--- config.mk ---
export PLATFORM = sky130hd
export DESIGN_NAME = mem_bus_arbiter
export DESIGN_NICKNAME = d
export VERILOG_FILES = /design/src/rtl/mem_bus_arbiter_pkg.sv /design/src/rtl/bus_timeout_watchdog.sv /design/src/rtl/mem_bus_arbiter.sv
export SDC_FILE = /design/constraint.sdc
export NUM_CORES = 1
export LEC_CHECK = 0
export BUFFER_PORTS_ARGS = -buffer_cell sky130_fd_sc_hd__buf_2
export CAP_MARGIN = 20
export CORE_MARGIN = 5
export CORE_UTILIZATION = 52
export DETAILED_ROUTE_END_ITERATION = 8
export PLACE_DENSITY_LB_ADDON = 0.25
export SLEW_MARGIN = 20
export SYNTH_ARGS = -nofsm -noshare
export SYNTH_HDL_FRONTEND = slang
export SYNTH_SLANG_ARGS = --single-unit
export TNS_END_PERCENT = 10
--- constraint.sdc ---
create_clock -name clk -period 2.6 [get_ports clk]
set_input_delay 0.13 -clock clk [delete_from_list [all_inputs] [get_ports clk]]
set_output_delay 0.13 -clock clk [all_outputs]
set_load 0.005 [all_outputs]
--- src/rtl/mem_bus_arbiter_pkg.sv ---
// Shared constants for the memory bus arbiter: owner codes, FSM encodings and
// store length codes.
package mem_bus_arbiter_pkg;

  // Current owner of the shared bus
  localparam logic [1:0] BUS_OWNER_NONE  = 2'd0;
  localparam logic [1:0] BUS_OWNER_FETCH = 2'd1;
  localparam logic [1:0] BUS_OWNER_DATA  = 2'd2;

  // Arbiter FSM encodings
  localparam logic [1:0] ARB_IDLE  = 2'd0;
  localparam logic [1:0] ARB_BUS   = 2'd1;
  localparam logic [1:0] ARB_RESP  = 2'd2;
  localparam logic [1:0] ARB_ERROR = 2'd3;

  // Store length codes shared with the load/store unit
  localparam logic [2:0] RAM_NONE = 3'd0;
  localparam logic [2:0] RAM_BYTE = 3'd1;
  localparam logic [2:0] RAM_HALF = 3'd2;
  localparam logic [2:0] RAM_WORD = 3'd4;

endpackage

--- src/rtl/bus_timeout_watchdog.sv ---
// Counts cycles spent waiting on the bus; flags expiry once the count reaches
// TIMEOUT_CYCLES - 1. The counter saturates rather than wrapping.
module bus_timeout_watchdog #(
  parameter int unsigned TIMEOUT_CYCLES = 255
) (
  input  logic clk,
  input  logic reset,
  input  logic clear,
  input  logic enable,
  output logic expired
);

  localparam int unsigned CntW = $clog2(TIMEOUT_CYCLES + 1);
  localparam logic [CntW-1:0] CntLast = CntW'(TIMEOUT_CYCLES - 1);

  logic [CntW-1:0] wd_cnt_d, wd_cnt_q;

  // Next count: clear wins, otherwise count up while enabled, holding at the last value
  always_comb begin
    wd_cnt_d = wd_cnt_q;
    if (clear) begin
      wd_cnt_d = '0;
    end else if (enable && (wd_cnt_q != CntLast)) begin
      wd_cnt_d = wd_cnt_q + 1'b1;
    end
  end

  // Counter register with synchronous active-low reset
  always_ff @(posedge clk) begin
    if (!reset) begin
      wd_cnt_q <= '0;
    end else begin
      wd_cnt_q <= wd_cnt_d;
    end
  end

  assign expired = (wd_cnt_q == CntLast);

endmodule

--- src/rtl/mem_bus_arbiter.sv ---
// Shares one memory bus between the fetch and load/store requesters. Data has
// priority over fetch, bounded by a starvation limit; a watchdog parks the
// block in ERROR if memory never acknowledges.
module mem_bus_arbiter
  import mem_bus_arbiter_pkg::*;
#(
  parameter int unsigned TIMEOUT_CYCLES = 255,
  parameter int unsigned STARVE_LIMIT   = 4
) (
  input  logic        clk,
  input  logic        reset,
  input  logic        fetch_req,
  input  logic [31:0] fetch_addr,
  output logic        fetch_ack,
  output logic [31:0] fetch_rdata,
  input  logic        data_req,
  input  logic [31:0] data_addr,
  input  logic        data_wr_enable,
  input  logic [2:0]  data_write_length,
  input  logic [31:0] data_wr_data,
  output logic        data_ack,
  output logic [31:0] data_rdata,
  output logic        bus_req,
  output logic [31:0] bus_address,
  output logic [31:0] bus_wr_data,
  output logic        bus_wr_enable,
  output logic [2:0]  bus_write_length,
  input  logic [31:0] bus_read_data,
  input  logic        bus_ack,
  output logic [1:0]  bus_owner,
  output logic        timeout_error
);

  localparam int unsigned StarveW = $clog2(STARVE_LIMIT + 1);
  localparam logic [StarveW-1:0] StarveMax = StarveW'(STARVE_LIMIT);

  logic [1:0]         state_d, state_q;
  logic [1:0]         owner_d, owner_q;
  logic [31:0]        addr_d, addr_q;
  logic [31:0]        wdata_d, wdata_q;
  logic               wen_d, wen_q;
  logic [2:0]         wlen_d, wlen_q;
  logic [31:0]        fetch_rdata_d, fetch_rdata_q;
  logic [31:0]        data_rdata_d, data_rdata_q;
  logic [StarveW-1:0] starve_cnt_d, starve_cnt_q;

  logic grant_data, grant_fetch;
  logic wd_clear, wd_enable, wd_expired;

  // Watchdog runs only while a transaction waits for its ack
  assign wd_enable = (state_q == ARB_BUS) && !bus_ack;

  bus_timeout_watchdog #(
    .TIMEOUT_CYCLES(TIMEOUT_CYCLES)
  ) u_watchdog (
    .clk    (clk),
    .reset  (reset),
    .clear  (wd_clear),
    .enable (wd_enable),
    .expired(wd_expired)
  );

  // Arbitration, request latching and FSM next-state
  always_comb begin
    state_d       = state_q;
    owner_d       = owner_q;
    addr_d        = addr_q;
    wdata_d       = wdata_q;
    wen_d         = wen_q;
    wlen_d        = wlen_q;
    fetch_rdata_d = fetch_rdata_q;
    data_rdata_d  = data_rdata_q;
    starve_cnt_d  = starve_cnt_q;
    grant_data    = 1'b0;
    grant_fetch   = 1'b0;
    wd_clear      = 1'b0;

    case (state_q)
      ARB_IDLE: begin
        // Data wins a tie unless fetch has already lost STARVE_LIMIT times in a row
        grant_data  = data_req && !(fetch_req && (starve_cnt_q == StarveMax));
        grant_fetch = fetch_req && !grant_data;
        if (!fetch_req) begin
          starve_cnt_d = '0;
        end
        if (grant_data) begin
          addr_d   = data_addr;
          wdata_d  = data_wr_data;
          wen_d    = data_wr_enable;
          wlen_d   = data_write_length;
          owner_d  = BUS_OWNER_DATA;
          state_d  = ARB_BUS;
          wd_clear = 1'b1;
          if (fetch_req && (starve_cnt_q != StarveMax)) begin
            starve_cnt_d = starve_cnt_q + 1'b1;
          end
        end else if (grant_fetch) begin
          addr_d       = fetch_addr;
          wdata_d      = '0;
          wen_d        = 1'b0;
          wlen_d       = RAM_NONE;
          owner_d      = BUS_OWNER_FETCH;
          state_d      = ARB_BUS;
          wd_clear     = 1'b1;
          starve_cnt_d = '0;
        end
      end
      ARB_BUS: begin
        if (bus_ack) begin
          if (owner_q == BUS_OWNER_DATA) begin
            data_rdata_d = wen_q ? 32'h0 : bus_read_data;
          end else begin
            fetch_rdata_d = bus_read_data;
          end
          state_d = ARB_RESP;
        end else if (wd_expired) begin
          state_d = ARB_ERROR;
        end
      end
      ARB_RESP: begin
        state_d = ARB_IDLE;
        owner_d = BUS_OWNER_NONE;
      end
      ARB_ERROR: begin
        state_d = ARB_ERROR;
      end
      default: begin
        state_d = ARB_IDLE;
      end
    endcase
  end

  // State and latch registers with synchronous active-low reset
  always_ff @(posedge clk) begin
    if (!reset) begin
      state_q       <= ARB_IDLE;
      owner_q       <= BUS_OWNER_NONE;
      addr_q        <= '0;
      wdata_q       <= '0;
      wen_q         <= 1'b0;
      wlen_q        <= '0;
      fetch_rdata_q <= '0;
      data_rdata_q  <= '0;
      starve_cnt_q  <= '0;
    end else begin
      state_q       <= state_d;
      owner_q       <= owner_d;
      addr_q        <= addr_d;
      wdata_q       <= wdata_d;
      wen_q         <= wen_d;
      wlen_q        <= wlen_d;
      fetch_rdata_q <= fetch_rdata_d;
      data_rdata_q  <= data_rdata_d;
      starve_cnt_q  <= starve_cnt_d;
    end
  end

  // Outputs decoded from state and latched fields
  always_comb begin
    bus_req          = (state_q == ARB_BUS);
    fetch_ack        = (state_q == ARB_RESP) && (owner_q == BUS_OWNER_FETCH);
    data_ack         = (state_q == ARB_RESP) && (owner_q == BUS_OWNER_DATA);
    timeout_error    = (state_q == ARB_ERROR);
    bus_owner        = owner_q;
    bus_address      = addr_q;
    bus_wr_data      = wdata_q;
    bus_wr_enable    = wen_q;
    bus_write_length = wlen_q;
    fetch_rdata      = fetch_rdata_q;
    data_rdata       = data_rdata_q;
  end

endmodule

After elaboration in Yosys (flattened, before gate mapping). Cells that the tools add are included.

Add/subtract/negate cells: 2. Eq/ne operators: 11. Mux-type cells: 23. Bitwise gates (word level): 2. Reductions and logical operators: 20.

Operators with widths (count): $mux 32 (5); $mux 3 (6); $mux 2 (5); $add 8x1->8 const B (1); $eq 8x8->1 const B (1); $logic_and 1x1->1 (8); $ne 8x8->1 const B (1); $pmux 2 s4 (1); $eq 2x2->1 const B (3); $ne 3x3->1 const B (2); $reduce_and 2->1 (3); $reduce_and 3->1 (2); $mux 1 (5); $eq 2x1->1 const B (2); $pmux 2 s2 (1); $reduce_bool 2->1 (2); $add 3x1->3 const B (1); $eq 3x3->1 const B (1); $logic_not 1->1 (3); $ne 3x1->1 const B (1); $logic_not 2->1 (1); $not 1->1 (2); $reduce_or 2->1 (1).

Bits in registers: 147. Input port bits: 137. Output and inout bits: 138. Logic and storage cells: 68.

Longest topological paths before layout.
Depth in word-level cells: 10. Mapped depth: 7. Mapped depth without buffers: 5.

Hierarchy. A second synthesis with hierarchy kept.

Cells, all modules: 761. Area total of the unflattened synthesis: 6942.9 um^2.

By module, submodules not included: mem_bus_arbiter (instances 1, cells an instance 710, area an instance 6483.7 um^2, seq. area each 2782.7 um^2); bus_timeout_watchdog (instances 1, cells an instance 51, area an instance 459.2 um^2, seq. area each 160.2 um^2).

Least setup slack after synthesis. Ideal clock, no wire load.

Kind: flip-flop to flip-flop. From: register starve_cnt_q[0]. To: register addr_q[10], in the netlist bus_address[10]. Setup time: 122 ps. Data arrival time: 1515 ps. Required time: 2478 ps. Setup slack: 964 ps. Cell stages (with the launch flop): 8. Path buffers: 2. Period minus slack after synthesis: 1636 ps. Cells stage by stage: dfxtp_1 inv_1 ha_1 nand3_1 clkbuf_2 clkbuf_1 a21boi_0 o311a_1.

Word-level cells in the longest chain between the ends: 8. Elaborated cells between the ends (all ways): 9. Those cells by class: 1 x eq/ne; 1 x mux; 7 x reduce/logical.

RTL lines: start: declaration (RTL line mem_bus_arbiter.sv:45) `logic [StarveW-1:0] starve_cnt_d, starve_cnt_q;`; start signal: assignment (RTL line mem_bus_arbiter.sv:154) `starve_cnt_q <= starve_cnt_d;`; $eq 3x3->1 (*) (RTL line mem_bus_arbiter.sv:81) `grant_data = data_req && !(fetch_req && (starve_cnt_q == StarveMax));`; $logic_and 1x1->1 (*) (RTL line mem_bus_arbiter.sv:81); $logic_not 1->1 (*) (RTL line mem_bus_arbiter.sv:81); $logic_and 1x1->1 (*) (RTL line mem_bus_arbiter.sv:81); $logic_not 1->1 (RTL line mem_bus_arbiter.sv:82) `grant_fetch = fetch_req && !grant_data;`; $logic_and 1x1->1 (RTL line mem_bus_arbiter.sv:82); $reduce_bool 2->1 (no line); $reduce_and 2->1 (no line); end signal: assignment (RTL line mem_bus_arbiter.sv:148) `addr_q <= addr_d;`; end: declaration (RTL line mem_bus_arbiter.sv:39) `logic [31:0] addr_d, addr_q;`.

Every way passes the cells marked *; elsewhere a longest branch is shown, timed or not. A chain may end at the register's enable or synchronous reset.

Worst setup path after layout.
From: register state_q[0]. To: register data_rdata_q[22], in the netlist data_rdata[22].

Word-level cells in the longest chain between the ends: 2.

RTL lines: start: declaration (RTL line mem_bus_arbiter.sv:37) `logic [1:0] state_d, state_q;`; start signal: assignment (RTL line mem_bus_arbiter.sv:146) `state_q <= state_d;`; $eq 2x1->1 (RTL line mem_bus_arbiter.sv:78) `case (state_q)`; $reduce_and 3->1 (no line); end signal: assignment (RTL line mem_bus_arbiter.sv:153) `data_rdata_q <= data_rdata_d;`; end: declaration (RTL line mem_bus_arbiter.sv:44) `logic [31:0] data_rdata_d, data_rdata_q;`.

No other way between the ends.

==> PnR_summary.wiki <==
{| class="wikitable"
! Metric !! Value
|-
| Switching fraction of total power || 25.3%
|-
| Clock Latency Late Sink || 430 ps
|-
| Flop-to-flop setup slack || 440 ps
|-
| IR drop worst, VDD || 0.000465 V
|-
| Inserted Diodes || 0
|-
| Leakage power figure || 0.00417 uW
|-
| Hold-critical path depth || 3
|-
| Number of remaining DRC errors || 0
|-
| Routed vias || 6788
|-
| Syn_area_per_cell || 9.60 sq um
|-
| Comb pwr share || 15.3%
|-
| Critical-path cell list || nand3b_2 > buf_4 > o21ai_0 > a21boi_0
|-
| Cell Rows || 40
|-
| Clock share of power || 44.2%
|-
| Post-Synth Simple-Gate Area || 14.1%
|-
| Area fraction in compound gates after synthesis || 33.1%
|-
| Overall die height || 122 um
|-
| Number of buffers inserted during clock tree synthesis || 17
|-
| Vias in the first global route || 6914
|-
| Total Neg Setup Slack || 0 ps
|-
| Clock input transition at the sequential cells of the worst setup and hold paths || 60 ps
|-
| Category of the worst setup path capture point || flip-flop
|-
| Unrepaired setup endpoints after global routing || false
|-
| Highest clock rate || 0.462 GHz
|-
| Worst stage delay on the critical path || 600 ps
|-
| Critical path type || reg2reg
|-
| Boundary Pins || 275
|-
| Antenna violations before repair || 0
|-
| Drt total wl || 22400 um
|-
| Post-route clock period utilization || 83.3%
|-
| Final setup vio count || 0
|-
| Clock Sink Count || 147
|-
| DIE AREA || 14800 sq um
|-
| Synth Register Bits || 147
|-
| Slowest-stage cell, CP || nand3b_2
|-
| Share of post-route cells with drive strength above 1 || 33.5%
|-
| RR Startpoint || state_q[0]
|-
| Commonest non-fill, non-tap cell in the layout || buf_2
|-
| Buffer levels on the longest clock path || 2
|-
| Maximum number of pins on one net before global-route repair || 78
|-
| Maximum fanout count along the critical path || 37
|-
| Synth-to-layout area growth || 41.7%
|-
| Yosys synthesis warning count || 0
|-
| Core ar. || 12100 sq um
|-
| Clock tree root buffer cell || clkbuf_16
|-
| Worst clock skew || 6.68 ps
|-
| Initial core utilization || 53.4%
|-
| First DRT Iteration DRCs || 744
|-
| Detail Route Antenna Nets || 0
|-
| Max Cap Violations || 0
|-
| Hold Slack || 25.7 ps
|-
| Clock tree from TritonCTS || done
|-
| Die X-Extent || 122 um
|-
| Net count after synthesis || 815
|-
| Data arrival time at the worst-slack endpoint || 2450 ps
|-
| Total routing usage reported by global routing || 29.3%
|-
| Max-slew violation count || 0
|-
| Path depth of the worst reg2reg path || 4
|-
| Adder-Cell Fraction of Synth Area || 0.774%
|-
| Reg-to-reg critical path endpoint || data_rdata[22]
|-
| Most frequent cells in the layout || buf_2, dfxtp_1, a21boi_0
|-
| Int Power || 4590 uW
|-
| I/O Buffers || 274
|-
| Multiplexer share of the synthesized area || 0.464%
|-
| Wire length of the first global-routing pass || 34900 um
|-
| Routability Congestion || 0.828
|-
| Half-perimeter wire length after detailed placement || 13900 um
|-
| Main combinational cell family by area after synthesis || compound AO/OA/AOI/OAI gates
|-
| Remaining global-route overflow || 0
|-
| Hold worst-path end || data_rdata[18]
|-
| Net switching power || 1550 uW
|-
| Slew at the pin closest to its max-slew limit || 1040 ps
|-
| Number of buffers inserted by post-CTS setup repair || 0
|-
| Pwr per Cell Area || 670 nW/um^2
|-
| Total of hold buffers inserted after clock tree synthesis || 67
|-
| 1st-pass router iterations || 8
|-
| Part of the total power dissipated in sequential elements || 40.5%
|-
| Post-synthesis cell count || 674
|-
| Post-DR vias/cell || 5.90
|-
| Netlist Area Pre-Place || 6470 sq um
|-
| Xor and xnor area share after synthesis || 0%
|-
| Run status || completed
|-
| Data required time at the worst endpoint || 2880 ps
|-
| Kind of launch point of the worst setup path || flip-flop
|-
| Number of different library cells in the post-synthesis netlist || 44
|-
| Hold WC Path Type || in2reg
|-
| Depth of the CTS H-tree || 4
|-
| Shortest clock period the worst path allows after layout || 2160 ps
|-
| Resize count post-CTS || 0
|-
| Hold_sp || bus_read_data[18]
|-
| Sequential element share of the synthesized area || 45.5%
|-
| Net count, final || 1112
|-
| Mean routed wirelength per cell || 19.4 um
|-
| Slew Limit Headroom || 30.4%
|-
| Count of final hold-check violations || 0
|}
kinds of logic (layout without fill, tap and decap cells):
| family | count (synthesis) | count (layout) |
|---|---|---|
| DFF | 147 | 147 |
| muxes | 3 | 3 |
| adders and majority gates | 4 | 4 |
| buffers and inverters | 89 | 398 |
| AOI/OAI and AO/OA | 293 | 293 |
| and+or+nand+nor | 138 | 138 |
area by class of cell:
class,count,area [sq um]
sequential,147,2940
inverter,9,33.8
tap,168,210
timing repair buffer,358,2170
fill,831,2950
clock buffer,20,447
clock inverter,11,201
multi-input combinational,438,3160
power by group through the flow:
stage,registers [uW],clock network [uW],logic [uW]
final,2490,2710,938
after global routing,2500,2840,1020
after CTS,2480,2730,922
after detailed placement,2530,0,836
after global placement,2520,0,808
after floorplan,2520,0,477
sequential cells by signal, summed over array words and instances (netlist names):
| register | cells |
|---|---|
| bus_write_length | 3 |
| bus_wr_data | 32 |
| u_watchdog.wd_cnt_q | 8 |
| starve_cnt_q | 3 |
| bus_wr_enable | 1 |
| bus_address | 32 |
| data_rdata | 32 |
| state_q | 2 |
| fetch_rdata | 32 |
| bus_owner | 2 |
metal layers:
layer  GRT usage, %  routed length [um]  part of all wire (%)  vias up
met3           8.39                1940                   8.6       76
met4           16.0                 920                   4.1        0
met1           32.9                8360                    37     3196
li1               -                   -                     -     3133
met2           49.9               11200                    50      383
met5              0                   0                     0        -
stage by stage:
step	cell area [sq um]	instances	util (%)	worst slack [ps]	total power, uW
final	9170	1151	75.7	435	6140
after global routing	9170	1151	75.7	265	6360
after global placement	7850	1053	64.8	748	3330
after CTS	9170	1151	75.7	624	6130
after detailed placement	7850	1053	64.8	636	3360
after floorplan	6470	674	-	964	3000
critical path: cells and delay by family, from the launching register on:
kind	cells	cell delay (ps)
compound gates	2	440
buf+inv	1	420
simple gates	1	600
flops	1	560
worst max-delay path by stage:
| stage | startpoint | to | slack (ps) | cells past startpoint |
|---|---|---|---|---|
| floorplan | starve_cnt_q[0] | bus_address[10] | 960 | 7 |
| global placement | state_q[0] | data_rdata[29] | 750 | 4 |
| detailed placement | state_q[0] | fetch_rdata[23] | 640 | 4 |
| CTS | state_q[0] | data_rdata[18] | 620 | 4 |
| global route | state_q[0] | data_rdata[22] | 270 | 4 |
| finish | state_q[0] | data_rdata[22] | 440 | 4 |
cell usage after synthesis:
cell type / number / share of area, %
nand2b_1: 2 / 0.19
o21a_1: 1 / 0.12
o211ai_1: 6 / 0.70
a311oi_1: 1 / 0.14
buf_2: 15 / 1.2
nand3b_2: 1 / 0.17
nand2_1: 6 / 0.35
or2_0: 1 / 0.097
and3_1: 34 / 3.3
mux2i_1: 3 / 0.46
nand4b_1: 32 / 4.3
nand4bb_1: 1 / 0.17
buf_6: 4 / 0.70
a31oi_1: 2 / 0.19
clkbuf_1: 58 / 3.4
o21bai_1: 32 / 3.7
inv_1: 9 / 0.52
and4bb_2: 1 / 0.19
dfxtp_1: 147 / 46
nor3b_1: 1 / 0.12
a21boi_1: 2 / 0.23
and2_1: 3 / 0.29
nand3b_1: 2 / 0.23
nor2b_1: 3 / 0.29
o221a_2: 1 / 0.17
nor2_1: 5 / 0.29
nor4b_1: 1 / 0.14
a22o_1: 36 / 4.9
or3b_1: 1 / 0.14
ha_1: 4 / 0.77
nand4_1: 3 / 0.29
a21o_1: 1 / 0.12
and4_1: 2 / 0.27
a211oi_1: 7 / 0.81
o22ai_1: 1 / 0.097
clkbuf_2: 3 / 0.23
nand3_1: 35 / 2.7
and3b_1: 2 / 0.27
a21boi_0: 98 / 11
o21ai_1: 1 / 0.077
a21oi_1: 5 / 0.39
o21ai_0: 67 / 5.2
o311a_1: 32 / 5.0
and4b_1: 2 / 0.31
No activity file was read; power rests on OpenSTA's default activity.
